[src/rtl/fx_accumulator.sv]
// rtl/fx_accumulator.sv - Q8.8 saturating multi-term accumulator with start/valid/ready handshake
// Sums a programmed number of signed products onto an initial value; sticky overflow rides with the result.
module fx_accumulator #(
  parameter int WIDTH = 16,
  parameter int FRAC  = 8,
  parameter int CNT_W = 4
) (
  input  logic             clk,
  input  logic             reset,
  input  logic             start,
  input  logic [WIDTH-1:0] i_init,
  input  logic [CNT_W-1:0] i_count,
  input  logic             in_valid,
  input  logic [WIDTH-1:0] i_product,
  input  logic             i_ovf,
  output logic             in_ready,
  output logic             busy,
  output logic [WIDTH-1:0] o_sum,
  output logic             o_valid,
  output logic             o_overflow
);

  typedef enum logic [1:0] {
    S_IDLE  = 2'd0,
    S_ACCUM = 2'd1,
    S_DONE  = 2'd2
  } state_t;

  localparam logic [WIDTH-1:0] SAT_MAX = {1'b0, {(WIDTH-1){1'b1}}};
  localparam logic [WIDTH-1:0] SAT_MIN = {1'b1, {(WIDTH-1){1'b0}}};

  // The arithmetic ignores the binary point; FRAC only has to describe a sane format.
  if (FRAC < 0 || FRAC >= WIDTH) begin : g_frac_range_unused
  end

  state_t           state_q, state_d;
  logic [WIDTH-1:0] acc_q, acc_d;
  logic [WIDTH-1:0] sum_q, sum_d;
  logic [CNT_W-1:0] rem_q, rem_d;
  logic             ovf_q, ovf_d;
  logic             valid_q, valid_d;
  logic             ready_q, ready_d;
  logic             busy_q, busy_d;

  logic [WIDTH:0]   add_ext;
  logic             add_sat;
  logic [WIDTH-1:0] add_res;

  always_comb begin
    add_ext = {acc_q[WIDTH-1], acc_q} + {i_product[WIDTH-1], i_product};
    add_sat = add_ext[WIDTH] ^ add_ext[WIDTH-1];
    add_res = add_ext[WIDTH-1:0];
    if (add_sat) begin
      add_res = add_ext[WIDTH] ? SAT_MIN : SAT_MAX;
    end
  end

  always_comb begin
    state_d = state_q;
    acc_d   = acc_q;
    rem_d   = rem_q;
    ovf_d   = ovf_q;
    unique case (state_q)
      S_IDLE: begin
        if (start) begin
          acc_d   = i_init;
          rem_d   = i_count;
          ovf_d   = 1'b0;
          state_d = (i_count != '0) ? S_ACCUM : S_DONE;
        end
      end
      S_ACCUM: begin
        if (in_valid) begin
          acc_d = add_res;
          rem_d = rem_q - CNT_W'(1);
          ovf_d = ovf_q | i_ovf | add_sat;
          if (rem_q == CNT_W'(1)) begin
            state_d = S_DONE;
          end
        end
      end
      S_DONE: begin
        state_d = S_IDLE;
      end
      default: begin
        state_d = S_IDLE;
      end
    endcase
  end

  // Outputs are derived from the next state so they are flops, not decodes, yet still line up with the state.
  always_comb begin
    valid_d = (state_d == S_DONE);
    ready_d = (state_d == S_ACCUM);
    busy_d  = (state_d != S_IDLE);
    sum_d   = (state_d == S_DONE) ? acc_d : sum_q;
  end

  always_ff @(posedge clk) begin
    if (reset) begin
      state_q <= S_IDLE;
      acc_q   <= '0;
      rem_q   <= '0;
      ovf_q   <= 1'b0;
      sum_q   <= '0;
      valid_q <= 1'b0;
      ready_q <= 1'b0;
      busy_q  <= 1'b0;
    end else begin
      state_q <= state_d;
      acc_q   <= acc_d;
      rem_q   <= rem_d;
      ovf_q   <= ovf_d;
      sum_q   <= sum_d;
      valid_q <= valid_d;
      ready_q <= ready_d;
      busy_q  <= busy_d;
    end
  end

  assign in_ready   = ready_q;
  assign busy       = busy_q;
  assign o_sum      = sum_q;
  assign o_valid    = valid_q;
  assign o_overflow = ovf_q;

endmodule
[config.mk]
export PLATFORM = sky130hd
export DESIGN_NAME = fx_accumulator
export DESIGN_NICKNAME = d
export VERILOG_FILES = /design/src/rtl/fx_accumulator.sv
export SDC_FILE = /design/constraint.sdc
export NUM_CORES = 1
export LEC_CHECK = 0
export ABC_AREA = 1
export CAP_MARGIN = 40
export CORE_MARGIN = 2
export CORE_UTILIZATION = 53
export CTS_CLUSTER_DIAMETER = 50
export CTS_CLUSTER_SIZE = 20
export DETAILED_ROUTE_END_ITERATION = 7
export PLACE_DENSITY = 0.81
export SLEW_MARGIN = 10
export SYNTH_ARGS = -nofsm -noshare
export SYNTH_HDL_FRONTEND = slang
export SYNTH_SLANG_ARGS = --single-unit
[constraint.sdc]
create_clock -name clk -period 2.6 [get_ports clk]
set_clock_uncertainty 0.05 [all_clocks]
set_input_delay 0.26 -clock clk [delete_from_list [all_inputs] [get_ports clk]]
set_output_delay 0.26 -clock clk [all_outputs]
set_load 0.005 [all_outputs]
==> impl_results.md <==
- Status: finished, final reports clean
- Top cell type's share of synthesized area: 25.9%
- Global router's overall resource usage: 27.6%
- Placer congestion estimate: 0.893
- Layout cells sized above 1: 12.1%
- Crit path buffers/inverters: 2
- Starting Density: 54.8%
- Ports: 61
- Die width: 82.2 um
- Die Footprint: 6760 um2
- Yosys top cell by area: dfxtp_1
- Final min period: 2.45 ns
- Sw Pwr: 0.000727 W
- Combinational group share of total power: 38.8%
- Placed Area: 4050 um2
- Crit path kind: primary input to flop
- Met1 usage: 32.2%
- Worst VDD drop: 0.000325 V
- Grt ovf: 0
- Final HPWL DP: 6.72 mm
- Hold Vio Cnt, Final: 0
- Commonest cells after routing, fill and taps aside: nand2_1, inv_1, clkdlybuf4s50_1, a21oi_1, dfxtp_1
- Final period util: 94.4%
- CTS root buf: clkbuf_8
- Number of max-cap violations: 0
- Final wirelength: 8.73 mm
- Met2 Use GR: 50.3%
- Setup Buffers After CTS: 0
- Synthesis-stage register bit count: 42
- Power per cell area: 495 nW/um2
- Setup crit end kind: flop
- Vias per inst: 5.32
- Seq pwr share: 35.6%
- Clk buf depth: 2
- Mean routed wirelength per cell: 13.4 um
- Cell Chain, Critical Path: clkdlybuf4s50_1 -> ha_1 -> fa_1 -> nand2_1 -> nand3_1 -> nand3_1 -> nand2_2 -> nand2_2 -> nand2_1 -> nand2_1 -> nand2_2 -> a21oi_2 -> nand2_1 -> nand2_1 -> nand4_1 -> nand2_1 -> inv_1
- Commonest non-fill, non-tap cell in the layout: nand2_1
- # nets final: 636
- TritonCTS clock tree: yes
- Hold slack: 0.452 ns
- Met3 Track Usage GR: 5.11%
- # DRC: 0
- Post-DRT Antenna Nets: 0
- Antenna violations before repair: 0
- Worst Reg-to-Reg Cells: 16
- Critical path's top delay family: simple AND/OR/NAND/NOR gates
- Quantity of I/O buffers inserted on ports: 60
- Hold crit path type: flop to flop
- Worst EP required: 2.75 ns
- H-tree levels: 2
- Crit path max fanout: 5
- First-pass GRT wire length: 14.6 mm
- Site Rows: 28
- Finish-stage setup viols: 0
- Crit path largest cell delay: 0.43 ns
- CTS sink cnt: 42
- Skew-Pair Late Insertion Delay: 0.30 ns
- Antenna Cells: 0
- Max-slew violations: 0
- Synth top area cells: dfxtp_1, nand2_1, inv_1, ha_1, a21oi_1
- Post-Syn Instances: 503
- Largest net degree at the start of global routing: 28
- Syn_area_per_cell: 6.45 um2
- Distinct cells, synth: 35
- Sw frac: 35.3%
- First-pass iteration count of the detailed router: 4
- Die Ht: 82.2 um
- P_leak: 2.01 nW
- Vias in the first global route: 3,369
- Most used cell, CP: nand2_1
- Crit path launch type: primary input
- Synthesized area: 3240 um2
- Hold Path Stages: 2
- Area growth syn-to-layout: 28.3%
- Number of warnings issued by yosys: 0
- Critical-path top delay cell: clkdlybuf4s50_1
- Critical path depth: 17
- Grt peak-use layer: met2
- Final setup TNS: 0 ns
- Final instance area: 4160 um2
- Max Fclk: 408 MHz
- Pwr Total: 0.00206 W
- CTS Hold Bufs: 0
- Rel. slew slack: 67.9%
- Pint: 0.00133 W
- RSZ-0062 raised after global routing: no
- Clk pin slew, worst setup/hold paths: 0.08 ns
- Worst-Margin Slew: 0.479 ns
- Total number of vias: 3,471
- TritonCTS buffer count: 5
- Seq/Total Area, Yosys: 25.9%
- Syn nets: 563
- Critical Path AT: 2.61 ns
- Core ar.: 5920 um2
- Post-CTS Resized: 0
- DRC marker count from the first detailed-route iteration: 197
- Clock share of power: 25.6%
==> path summary, 6_finish.rpt <==
kind | from | to | slack, ns
max | i_product[0] | o_sum[4] | 0.15
min | o_overflow | o_overflow | 0.45
max reg2reg | acc_q[0] | o_sum[4] | 0.23
min reg2reg | o_overflow | o_overflow | 0.45
==> logic make-up after synthesis <==
family          count (synthesis)  synth area share [%]
flops                          42                  25.9
xor+xnor                       10                  2.70
fa+ha+maj                      19                  7.56
compound gates                 90                  15.7
simple gates                  240                  35.6
buf+inv                       102                  12.5
==> worst reg2reg max path, cell delays in order, from the launching register on <==
cell,delay [ns]
dfxtp_1,0.33
ha_1,0.21
fa_1,0.40
nand2_1,0.09
nand3_1,0.11
nand3_1,0.11
nand2_2,0.08
nand2_2,0.08
nand2_1,0.06
nand2_1,0.07
nand2_2,0.06
a21oi_2,0.22
nand2_1,0.08
nand2_1,0.08
nand4_1,0.12
nand2_1,0.09
inv_1,0.04
==> synthesized netlist by cell type (all sizes together) <==
cell type    n
a211oi       2
a21oi       48
a22o         2
a31oi       14
and2         1
buf          8
clkbuf       9
clkinv       1
dfxtp       42
fa           1
ha          18
inv         84
nand2      133
nand3       38
nand3b       4
nand4       17
nor2        41
nor3         4
nor4         1
o211ai       2
o21a         1
o21ai       18
o21bai       3
or2          1
xnor2        7
xor2         3
==> flip-flops by register name, indices dropped and copies added (netlist names) <==
register    flops
acc_q          16
o_valid         1
rem_q           4
state_q         2
busy            1
in_ready        1
o_overflow      1
o_sum          16
==> power groups by stage <==
| stage | registers, W | clock network [W] | logic, W |
|---|---|---|---|
| 2_1_floorplan | 0.000734 | 0 | 0.000526 |
| 3_3_place_gp | 0.000747 | 0 | 0.000773 |
| 3_5_place_dp | 0.000748 | 0 | 0.000787 |
| 4_1_cts | 0.000733 | 0.000528 | 0.000794 |
| 5_1_grt | 0.000738 | 0.000560 | 0.000890 |
| 6_report | 0.000733 | 0.000526 | 0.000799 |
==> per-layer routing <==
metal / wire length [um] / share of wire [%]
met1: 3790 / 43
met5: 0 / 0
met4: 185 / 2.1
met2: 4270 / 49
met3: 480 / 5.5
==> per-stage QoR <==
| stage | util (%) | cells | worst slack (ns) |
|---|---|---|---|
| after floorplan | - | 503 | 0.487 |
| after global placement | 68.4 | 644 | -0.104 |
| after detailed placement | 68.4 | 644 | -0.170 |
| after CTS | 70.2 | 652 | 0.147 |
| after global routing | 70.2 | 652 | 0.0189 |
| final | 70.2 | 652 | 0.147 |
==> final cells by class <==
cell class,count,area (um2)
Clock buffer,6,72.6
Clock inverter,2,37.5
Fill cell,497,1760
Inverter,85,319
Multi-Input combinational cell,359,2000
Sequential cell,42,841
Tap cell,75,93.8
Timing Repair Buffer,83,798
Note: power is estimated with default switching activity, not from simulation.
==> RTL edit (same settings) <==
Make the reset (`reset`) asynchronous in one clocked block.
--- a/src/rtl/fx_accumulator.sv
+++ b/src/rtl/fx_accumulator.sv
@@ -98,3 +98,3 @@
 
-  always_ff @(posedge clk) begin
+  always_ff @(posedge clk or posedge reset) begin
     if (reset) begin
Function: differs if reset is asserted again (counterexample within 4 cycles, from zero or initial values and one cycle with reset high); with reset held inactive, the same outputs for 4 cycles.
==> RTL edit against the original RTL <==
Setup slack improved by 0.063 ns; area after synthesis increased by 1.5%; first-iteration DRC count increased by 17%; via count decreased by 5.9%; design area increased by 0.63%; sequential cell count unchanged; cell count decreased by 6.1%; wire length decreased by 0.18%.
Power is not compared: it rests on default switching activity, and its combinational part moved more than twofold at a synthesized area within 25%.
==> RTL edit: results (changes against the original RTL) <==
* Status: finished, final reports clean (unchanged)
* Crit. Startpoint: acc_q[0] (was i_product[0])
* Synth Area in Adders at 7.45% (was 7.56%)
* Chip width at 82.8 µm (was 82.2 µm)
* Post-DP Area at 4080 µm² (was 4050 µm²)
* Critical Path AT at 2.54 ns (was 2.61 ns)
* Total GRT Usage at 26.5% (was 27.6%)
* #MultiIn Comb at 350 (was 359)
* Sequential cell area share at 25.1% (was 20.2%)
* Clk cell area share at 2.27% (was 2.65%)
* Area occupied by multi-input gates at 1950 µm² (was 2000 µm²)
* Signal buf overhead at 18.5% (was 19.2%)
* Yosys cell types at 34 (was 35)
* Post-Layout Cell Count at 612 (was 652)
* Post-Synth XOR/XNOR Area at 2.13% (was 2.70%)
* Hold Slack at 0.348 ns (was 0.452 ns)
* Global-route wire length before repair at 14.8 mm (was 14.6 mm)
* Syn nets at 524 (was 563)
* Met1 wire length at 4.18 mm (was 3.79 mm)
* Worst rel slew slack at 55.1% (was 67.9%)
* Initial DRC Count at 230 (was 197)
* Post-synth top cells: 149 x nand2_1, 53 x inv_1, 42 x dfrtp_1 (was 125 x nand2_1, 81 x inv_1, 44 x a21oi_1)
* Worst r2r src: acc_q[0] (unchanged)
* Inverters at 59 (was 85)
* Largest net degree at the start of global routing at 43 (was 28)
* Routed wire per std cell at 14.2 µm (was 13.4 µm)
* Post-DP HPWL at 6.55 mm (was 6.72 mm)
* Post-synthesis compound-gate area fraction at 10.5% (was 15.7%)
* Buffers, non-clock at 78 (was 83)
* Top post-synthesis cells by area: dfrtp_1 32%, nand2_1 17%, nand3_2 9.1%, ha_1 6.8%, a21oi_1 6.1% (was dfxtp_1 26%, nand2_1 14%, inv_1 9.4%, ha_1 6.9%, a21oi_1 6.8%)
* Placed insts at 604 (was 644)
* Syn Inst Count at 464 (was 503)
* Worst Setup EP: o_sum[2] (was o_sum[4])
* Layout cells sized above 1 at 15.8% (was 12.1%)
* Vias per cell at 5.33 (was 5.32)
* Pre-CTS WS at -0.0504 ns (was -0.170 ns)
* Reg2reg path depth at 17 (was 16)
* Ys async rst share at 100% (was 0%)
## RTL edit: cell types whose count changed in the layout (fill, tap and decap cells not counted), moves of 4 or more
cell	delta
dfrtp_1	+42
o21ai_0	-7
inv_1	-28
a31oi_1	-14
dfxtp_1	-42
a21oi_1	-4
buf_4	-6
nor2_1	-10
nand2_1	+24
nand3_2	+10
nand3_1	+8
nand2_2	+7
nand4_1	-14
## RTL edit: per-layer routing
metal,global-route usage (%),vias up
li1,-,1633
met1,36.4,1539
met2,43.4,81
met3,2.88,12
met4,9.24,0
met5,0,-
## RTL edit: what timing repair did
item,in CTS,in global routing
hold buffers,0,0
setup endpoints to repair,0,1
resized for setup,0,1
## RTL edit: power by group
| part | internal, W | total [W] | switching (W) |
|---|---|---|---|
| sequential | 0.000976 | 0.00120 | 0.000223 |
| clock | 0.000214 | 0.000458 | 0.000244 |
| combinational | 0.00153 | 0.00352 | 0.00199 |
| total | 0.00272 | 0.00518 | 0.00246 |
## RTL edit: kinds of logic (layout without fill, tap and decap cells)
| family | after synthesis | after routing |
|---|---|---|
| DFF | 42 | 42 |
| adders and majority gates | 19 | 19 |
| xor gates and xnor gates | 8 | 8 |
| and+or+nand+nor | 261 | 261 |
| AOI/OAI and AO/OA | 62 | 62 |
| buffers and inverters | 72 | 145 |
## RTL edit: critical path, cell delays in order (launching register included)
cell	delay (ns)
dfrtp_1	0.41
ha_1	0.22
fa_1	0.39
nand2_1	0.08
nand3_1	0.09
nand3_1	0.11
nand2_2	0.07
nand2_2	0.08
nand2_2	0.06
nand2_2	0.06
nand2_2	0.07
nand2_2	0.12
buf_12	0.12
nand3_1	0.09
nand3_2	0.09
nand3_2	0.07
nand2_1	0.07
nand2_1	0.04
